==> src/rtl/prio_enc_pkg.sv <==
// Shared types and the find-first-set helper for priority encoders and arbiters.
package prio_enc_pkg;

   localparam int unsigned MaxWidth = 64;
   localparam int unsigned MaxIdxW  = 6;

   typedef enum logic {
      StIdle,
      StScan
   } state_e;

   // Returns {found, idx}; MSB-first unless lsb_first is set.
   function automatic logic [MaxIdxW:0] find_first(input logic [MaxWidth-1:0] vec,
                                                   input logic                lsb_first);
      logic               found;
      logic [MaxIdxW-1:0] idx;
      found = 1'b0;
      idx   = '0;
      for (int i = 0; i < MaxWidth; i++) begin
         if (vec[i]) begin
            if (!lsb_first || !found) begin
               idx = MaxIdxW'(i);
            end
            found = 1'b1;
         end
      end
      return {found, idx};
   endfunction

endpackage

==> src/rtl/prio_find_first.sv <==
// Combinational find-first-set over WIDTH bits with a selectable search direction.
module prio_find_first
   import prio_enc_pkg::*;
#(
   parameter  int unsigned WIDTH = 8,
   localparam int unsigned IDX_W = $clog2(WIDTH)
) (
   input  logic [WIDTH-1:0] vec_i,
   input  logic             lsb_first_i,
   output logic             found_o,
   output logic [IDX_W-1:0] idx_o
);

   logic [MaxIdxW:0] unused_res;

   always_comb begin
      unused_res = find_first(MaxWidth'(vec_i), lsb_first_i);
      found_o    = unused_res[MaxIdxW];
      idx_o      = unused_res[IDX_W-1:0];
   end

endmodule

==> src/rtl/priority_encoder_seq.sv <==
// Sequential priority encoder: emits one set-bit index per beat, MSB first by default.
// Define PRIO_ENC_LSB_FIRST_EN to drain in ascending index order instead.
module priority_encoder_seq
   import prio_enc_pkg::*;
#(
   parameter  int unsigned WIDTH = 8,
   localparam int unsigned IDX_W = $clog2(WIDTH)
) (
   input  logic             clk,
   input  logic             rst_n,
   input  logic             in_valid,
   output logic             in_ready,
   input  logic [WIDTH-1:0] in_vec,
   output logic             out_valid,
   input  logic             out_ready,
   output logic [IDX_W-1:0] out_idx,
   output logic             out_last,
   output logic             out_none,
   output logic             busy
);

`ifdef PRIO_ENC_LSB_FIRST_EN
   localparam logic LsbFirst = 1'b1;
`else
   localparam logic LsbFirst = 1'b0;
`endif

   state_e           state_q, state_d;
   logic [WIDTH-1:0] pend_q, pend_d;
   logic [IDX_W-1:0] out_idx_q, out_idx_d;
   logic             out_last_q, out_last_d;
   logic             out_none_q, out_none_d;

   logic             accept;
   logic             beat_done;
   logic [WIDTH-1:0] scan_src;
   logic [WIDTH-1:0] remaining;
   logic             ff_found;
   logic [IDX_W-1:0] ff_idx;

   assign out_valid = (state_q == StScan);
   assign busy      = (state_q == StScan);
   assign out_idx   = out_idx_q;
   assign out_last  = out_last_q;
   assign out_none  = out_none_q;

   assign beat_done = out_valid & out_ready;
   assign in_ready  = (state_q == StIdle) | (beat_done & out_last_q);
   assign accept    = in_valid & in_ready;

   // A single finder serves both the fresh vector and the pending drain.
   assign scan_src  = accept ? in_vec : pend_q;
   assign remaining = scan_src & ~(WIDTH'(1) << ff_idx);

   prio_find_first #(
      .WIDTH (WIDTH)
   ) u_find_first (
      .vec_i       (scan_src),
      .lsb_first_i (LsbFirst),
      .found_o     (ff_found),
      .idx_o       (ff_idx)
   );

   always_comb begin
      state_d    = state_q;
      pend_d     = pend_q;
      out_idx_d  = out_idx_q;
      out_last_d = out_last_q;
      out_none_d = out_none_q;

      if (accept) begin
         state_d = StScan;
         if (ff_found) begin
            out_idx_d  = ff_idx;
            pend_d     = remaining;
            out_last_d = (remaining == '0);
            out_none_d = 1'b0;
         end else begin
            out_idx_d  = '0;
            pend_d     = '0;
            out_last_d = 1'b1;
            out_none_d = 1'b1;
         end
      end else if (beat_done && !out_last_q) begin
         out_idx_d  = ff_idx;
         pend_d     = remaining;
         out_last_d = (remaining == '0);
      end else if (beat_done) begin
         state_d = StIdle;
      end
   end

   always_ff @(posedge clk or negedge rst_n) begin
      if (!rst_n) begin
         state_q    <= StIdle;
         pend_q     <= '0;
         out_idx_q  <= '0;
         out_last_q <= 1'b0;
         out_none_q <= 1'b0;
      end else begin
         state_q    <= state_d;
         pend_q     <= pend_d;
         out_idx_q  <= out_idx_d;
         out_last_q <= out_last_d;
         out_none_q <= out_none_d;
      end
   end

endmodule

==> config.mk <==
export PLATFORM = sky130hd
export DESIGN_NAME = priority_encoder_seq
export DESIGN_NICKNAME = d
export VERILOG_FILES = /design/src/rtl/prio_enc_pkg.sv /design/src/rtl/prio_find_first.sv /design/src/rtl/priority_encoder_seq.sv
export SDC_FILE = /design/constraint.sdc
export NUM_CORES = 1
export LEC_CHECK = 0
export CAP_MARGIN = 25
export CORE_MARGIN = 3
export CORE_UTILIZATION = 45
export DETAILED_ROUTE_END_ITERATION = 8
export HOLD_SLACK_MARGIN = 0.06
export PLACE_DENSITY = 0.72
export SETUP_SLACK_MARGIN = 0.2
export SLEW_MARGIN = 20
export SYNTH_ARGS = -nofsm -noshare
export SYNTH_HDL_FRONTEND = slang
export SYNTH_SLANG_ARGS = --single-unit
==> constraint.sdc <==
create_clock -name clk -period 2.5 [get_ports clk]
set_clock_uncertainty 0.15 [all_clocks]
set_input_delay 0.5 -clock clk [delete_from_list [all_inputs] [get_ports clk]]
set_output_delay 0.5 -clock clk [all_outputs]
set_load 0.02 [all_outputs]
==> impl_table.tex <==
\begin{tabular}{lr}
\hline
Metric & Value \\
\hline
\multicolumn{2}{l}{\textbf{Placed design}} \\
\quad Buffers on Ports & 19 \\
\quad Post-Place Cells & 162 \\
\quad Final estimated routing congestion in global placement & 0.865 \\
\quad Worst-case setup slack after placement & -0.0973 ns \\
\quad Total half-perimeter wirelength after legalization and detailed placement & between 1500 and 2000 um \\
\multicolumn{2}{l}{\textbf{Timing}} \\
\quad Worst slew slack as a fraction of its limit & 57.6\% \\
\quad Final critical-path required period & 2.26 ns \\
\quad Setup TNS & 0 ns \\
\quad Total of endpoints with negative setup slack in the final report & 0 \\
\quad Max-slew violations & 0 \\
\quad Count of endpoints failing hold in the final timing report & 0 \\
\quad Final worst-path cycle share & 90.6\% \\
\quad Slew at the pin closest to its max-slew limit & 0.635 ns \\
\quad FMAX & 442 MHz \\
\quad RSZ-0062 raised after global routing & false \\
\quad Setup ws final & between 0.2 and 0.25 ns \\
\quad Worst-case hold slack & 0.331 ns \\
\multicolumn{2}{l}{\textbf{GRT}} \\
\quad Antenna violations before repair & 0 \\
\quad Via count of the first global-routing pass & 940 \\
\quad GRT Total Usage & 20.3\% \\
\quad Global-route wire length before repair & 4070 um \\
\quad Total congestion overflow after global routing & 0 \\
\quad Largest net degree at the start of global routing & 16 \\
\multicolumn{2}{l}{\textbf{Clock network}} \\
\quad Num CTS Buffers & 3 \\
\quad Number of H-tree branching levels & 1 \\
\quad Clock-pin slew reported for the worst setup and hold paths after clock tree synthesis & 0.08 ns \\
\quad TritonCTS clock tree & done \\
\quad Post-CTS setup-driven buffer insertion count & 0 \\
\quad CTS Buffer Depth & 2 \\
\quad Cts-stage hold buffer count & 0 \\
\quad Clock tree root driver cell & sky130\_fd\_sc\_hd\_\_clkbuf\_4 \\
\quad Later-pin clock latency in the skew report & 0.29 ns \\
\quad CTS Sinks & 14 \\
\multicolumn{2}{l}{\textbf{Die}} \\
\quad Area of the die & 0.00271 mm2 \\
\quad Effective utilization at floorplan & 48.2\% \\
\quad Placement Rows & 16 \\
\quad Overall die width & 52.1 um \\
\quad I/O pins & 20 \\
\quad Placeable core region & around 0.0020 mm2 \\
\quad Die Y-Extent & 52.1 um \\
\multicolumn{2}{l}{\textbf{Route}} \\
\quad Detailed-router iteration count before antenna repair & 4 \\
\quad Initial DRC count & 17 \\
\quad Total via count after detailed routing & 962 \\
\quad Post-route ant nets & 0 \\
\quad Vias per std cell & 5.80 \\
\quad Sum of routed wire length over all layers & 2470 um \\
\quad DRC violation count after routing & 0 \\
\quad Routed length per placed instance & 14.9 um \\
\multicolumn{2}{l}{\textbf{Finish}} \\
\quad Most common library cell in the layout ignoring fill and taps & sky130\_fd\_sc\_hd\_\_clkdlybuf4s50\_1 \\
\quad Number of antenna diodes & 0 \\
\quad Non-filler instance count after layout & 166 \\
\quad Utilization after layout & 65.8\% \\
\quad Commonest non-fill, non-tap cells in the layout & 18 x sky130\_fd\_sc\_hd\_\_clkdlybuf4s50\_1, 14 x sky130\_fd\_sc\_hd\_\_dfrtp\_1, 14 x sky130\_fd\_sc\_hd\_\_buf\_4 \\
\quad Post-layout net count & 152 \\
\quad Synth-to-Final Area Change & 36.6\% \\
\quad Ratio of cells with drive above 1 in the final layout & 23.0\% \\
\multicolumn{2}{l}{\textbf{Worst setup path}} \\
\quad Type of the setup path with the least slack & in2reg \\
\quad Maximum fanout along the worst path & 4 \\
\quad Crit path from & in\_vec[6] \\
\quad Required time of the critical path & around 2.5 ns \\
\quad Arrival time worst endpoint & 2.29 ns \\
\quad Setup crit end kind & register \\
\quad Worst reg2reg startpoint & pend\_q[6] \\
\quad Startpoint type of the worst setup path & primary input \\
\multicolumn{2}{l}{\textbf{Yosys}} \\
\quad Average footprint of a synthesized cell & 8.84 um2 \\
\quad Post-synthesis sequential area ratio & 36.7\% \\
\quad Flip-flop and latch count after synthesis & 14 \\
\quad Syn nets & 120 \\
\quad Number of instances in the synthesized netlist & 108 \\
\quad Yosys synthesis warning count & 0 \\
\quad Post-synthesis cell area & 955 um2 \\
\quad Async set-or-reset flop fraction in the synthesized netlist & 100\% \\
\quad Top\_reg\_cell synth & sky130\_fd\_sc\_hd\_\_dfrtp\_1 \\
\quad Library cells used by synthesis & 44 \\
\quad Number of enable-type register cells in the synthesized netlist & 0 \\
\multicolumn{2}{l}{\textbf{Hold path}} \\
\quad Beginning of the worst hold path & out\_idx[0] \\
\quad Worst Hold Class & reg2reg \\
\multicolumn{2}{l}{\textbf{Power}} \\
\quad Leakage Power & 0.578 nW \\
\quad Total power density per cell area & 968 mW/mm2 \\
\quad Largest voltage drop on the vdd net & $\sim$590 uV \\
\multicolumn{2}{l}{\textbf{Job}} \\
\quad Max-capacitance violation count & 0 \\
\multicolumn{2}{l}{\textbf{Outcome}} \\
\quad Outcome & completed \\
\hline
\end{tabular}
[cells in the mapped netlist, types with 2 or more instances]
cell / instances / area (um2)
sky130_fd_sc_hd__a211o_1: 2 / 17.5
sky130_fd_sc_hd__a21o_1: 3 / 22.5
sky130_fd_sc_hd__a21oi_1: 4 / 20.0
sky130_fd_sc_hd__a221oi_1: 2 / 17.5
sky130_fd_sc_hd__a2bb2oi_1: 2 / 17.5
sky130_fd_sc_hd__a31oi_1: 2 / 12.5
sky130_fd_sc_hd__and2_1: 2 / 12.5
sky130_fd_sc_hd__buf_2: 3 / 15.0
sky130_fd_sc_hd__clkbuf_1: 2 / 7.51
sky130_fd_sc_hd__dfrtp_1: 14 / 350
sky130_fd_sc_hd__inv_1: 3 / 11.3
sky130_fd_sc_hd__mux2i_1: 2 / 20.0
sky130_fd_sc_hd__nand2_1: 9 / 33.8
sky130_fd_sc_hd__nand2b_1: 4 / 25.0
sky130_fd_sc_hd__nor2_1: 9 / 33.8
sky130_fd_sc_hd__nor3_1: 4 / 20.0
sky130_fd_sc_hd__nor4_1: 2 / 12.5
sky130_fd_sc_hd__o21ai_0: 4 / 20.0
sky130_fd_sc_hd__o21ai_1: 8 / 40.0
sky130_fd_sc_hd__o311ai_1: 2 / 17.5
sky130_fd_sc_hd__o31ai_1: 2 / 15.0
[critical path, cell delays in order]
cell                              delay (ns)
sky130_fd_sc_hd__clkdlybuf4s50_1        0.43
sky130_fd_sc_hd__or4_4                  0.59
sky130_fd_sc_hd__nor4b_2                0.35
sky130_fd_sc_hd__a31oi_2                0.10
sky130_fd_sc_hd__a2bb2oi_1              0.17
sky130_fd_sc_hd__a21o_1                 0.15
[power breakdown]
group / switching (W) / internal, W
logic: 0.000361 / 0.000346
registers: 0.0000832 / 0.000304
clock network: 0.0000779 / 0.0000886
[layer usage]
metal / wire, um / global-route usage [%] / vias up
met5: 0 / 0 / -
met4: 28 / 9.17 / 0
met3: 167 / 3.44 / 4
met2: 1200 / 32.8 / 38
met1: 1080 / 26.3 / 451
li1: - / - / 469
[through the flow]
step	instance area, um2	total power, W
after floorplan	955	0.000825
after global placement	1250	0.00106
after detailed placement	1250	0.00108
after CTS	1290	0.00125
after global routing	1300	0.00136
final	1300	0.00126
[worst paths after layout]
path,to,slack (ns),depth (start not counted)
max,pend_q[1],0.24,6
min,out_idx[0],0.33,1
max reg2reg,out_last,0.54,4
min reg2reg,out_idx[0],0.33,1
max in group asynchronous,pend_q[1],1.33,1
min in group asynchronous,pend_q[4],0.45,1
[cell type report]
type / instances / area, um2
multi-input combinational: 84 / 574
sequential: 14 / 350
tap: 27 / 33.8
clock buffer: 4 / 36.3
inverter: 4 / 15.0
timing repair buffer: 33 / 294
fill: 167 / 678
[sequential cells by signal, summed over array words and instances (netlist names)]
register	count
out_idx	3
out_none	1
busy	1
pend_q	8
out_last	1
[cells by family after synthesis]
kind of cell,synth area share [%]
buf+inv,4.72
flops,36.7
simple gates,23.3
mux,4.46
fa+ha+maj,1.05
compound gates,29.8
[what timing repair did]
| action | 4_1_cts | 5_1_grt |
|---|---|---|
| resized for setup | 1 | 3 |
| gates cloned | 0 | 0 |
| pin swaps | 0 | 2 |
| endpoints found under the setup margin | 1 | 2 |
No activity file was read; power rests on OpenSTA's default activity.
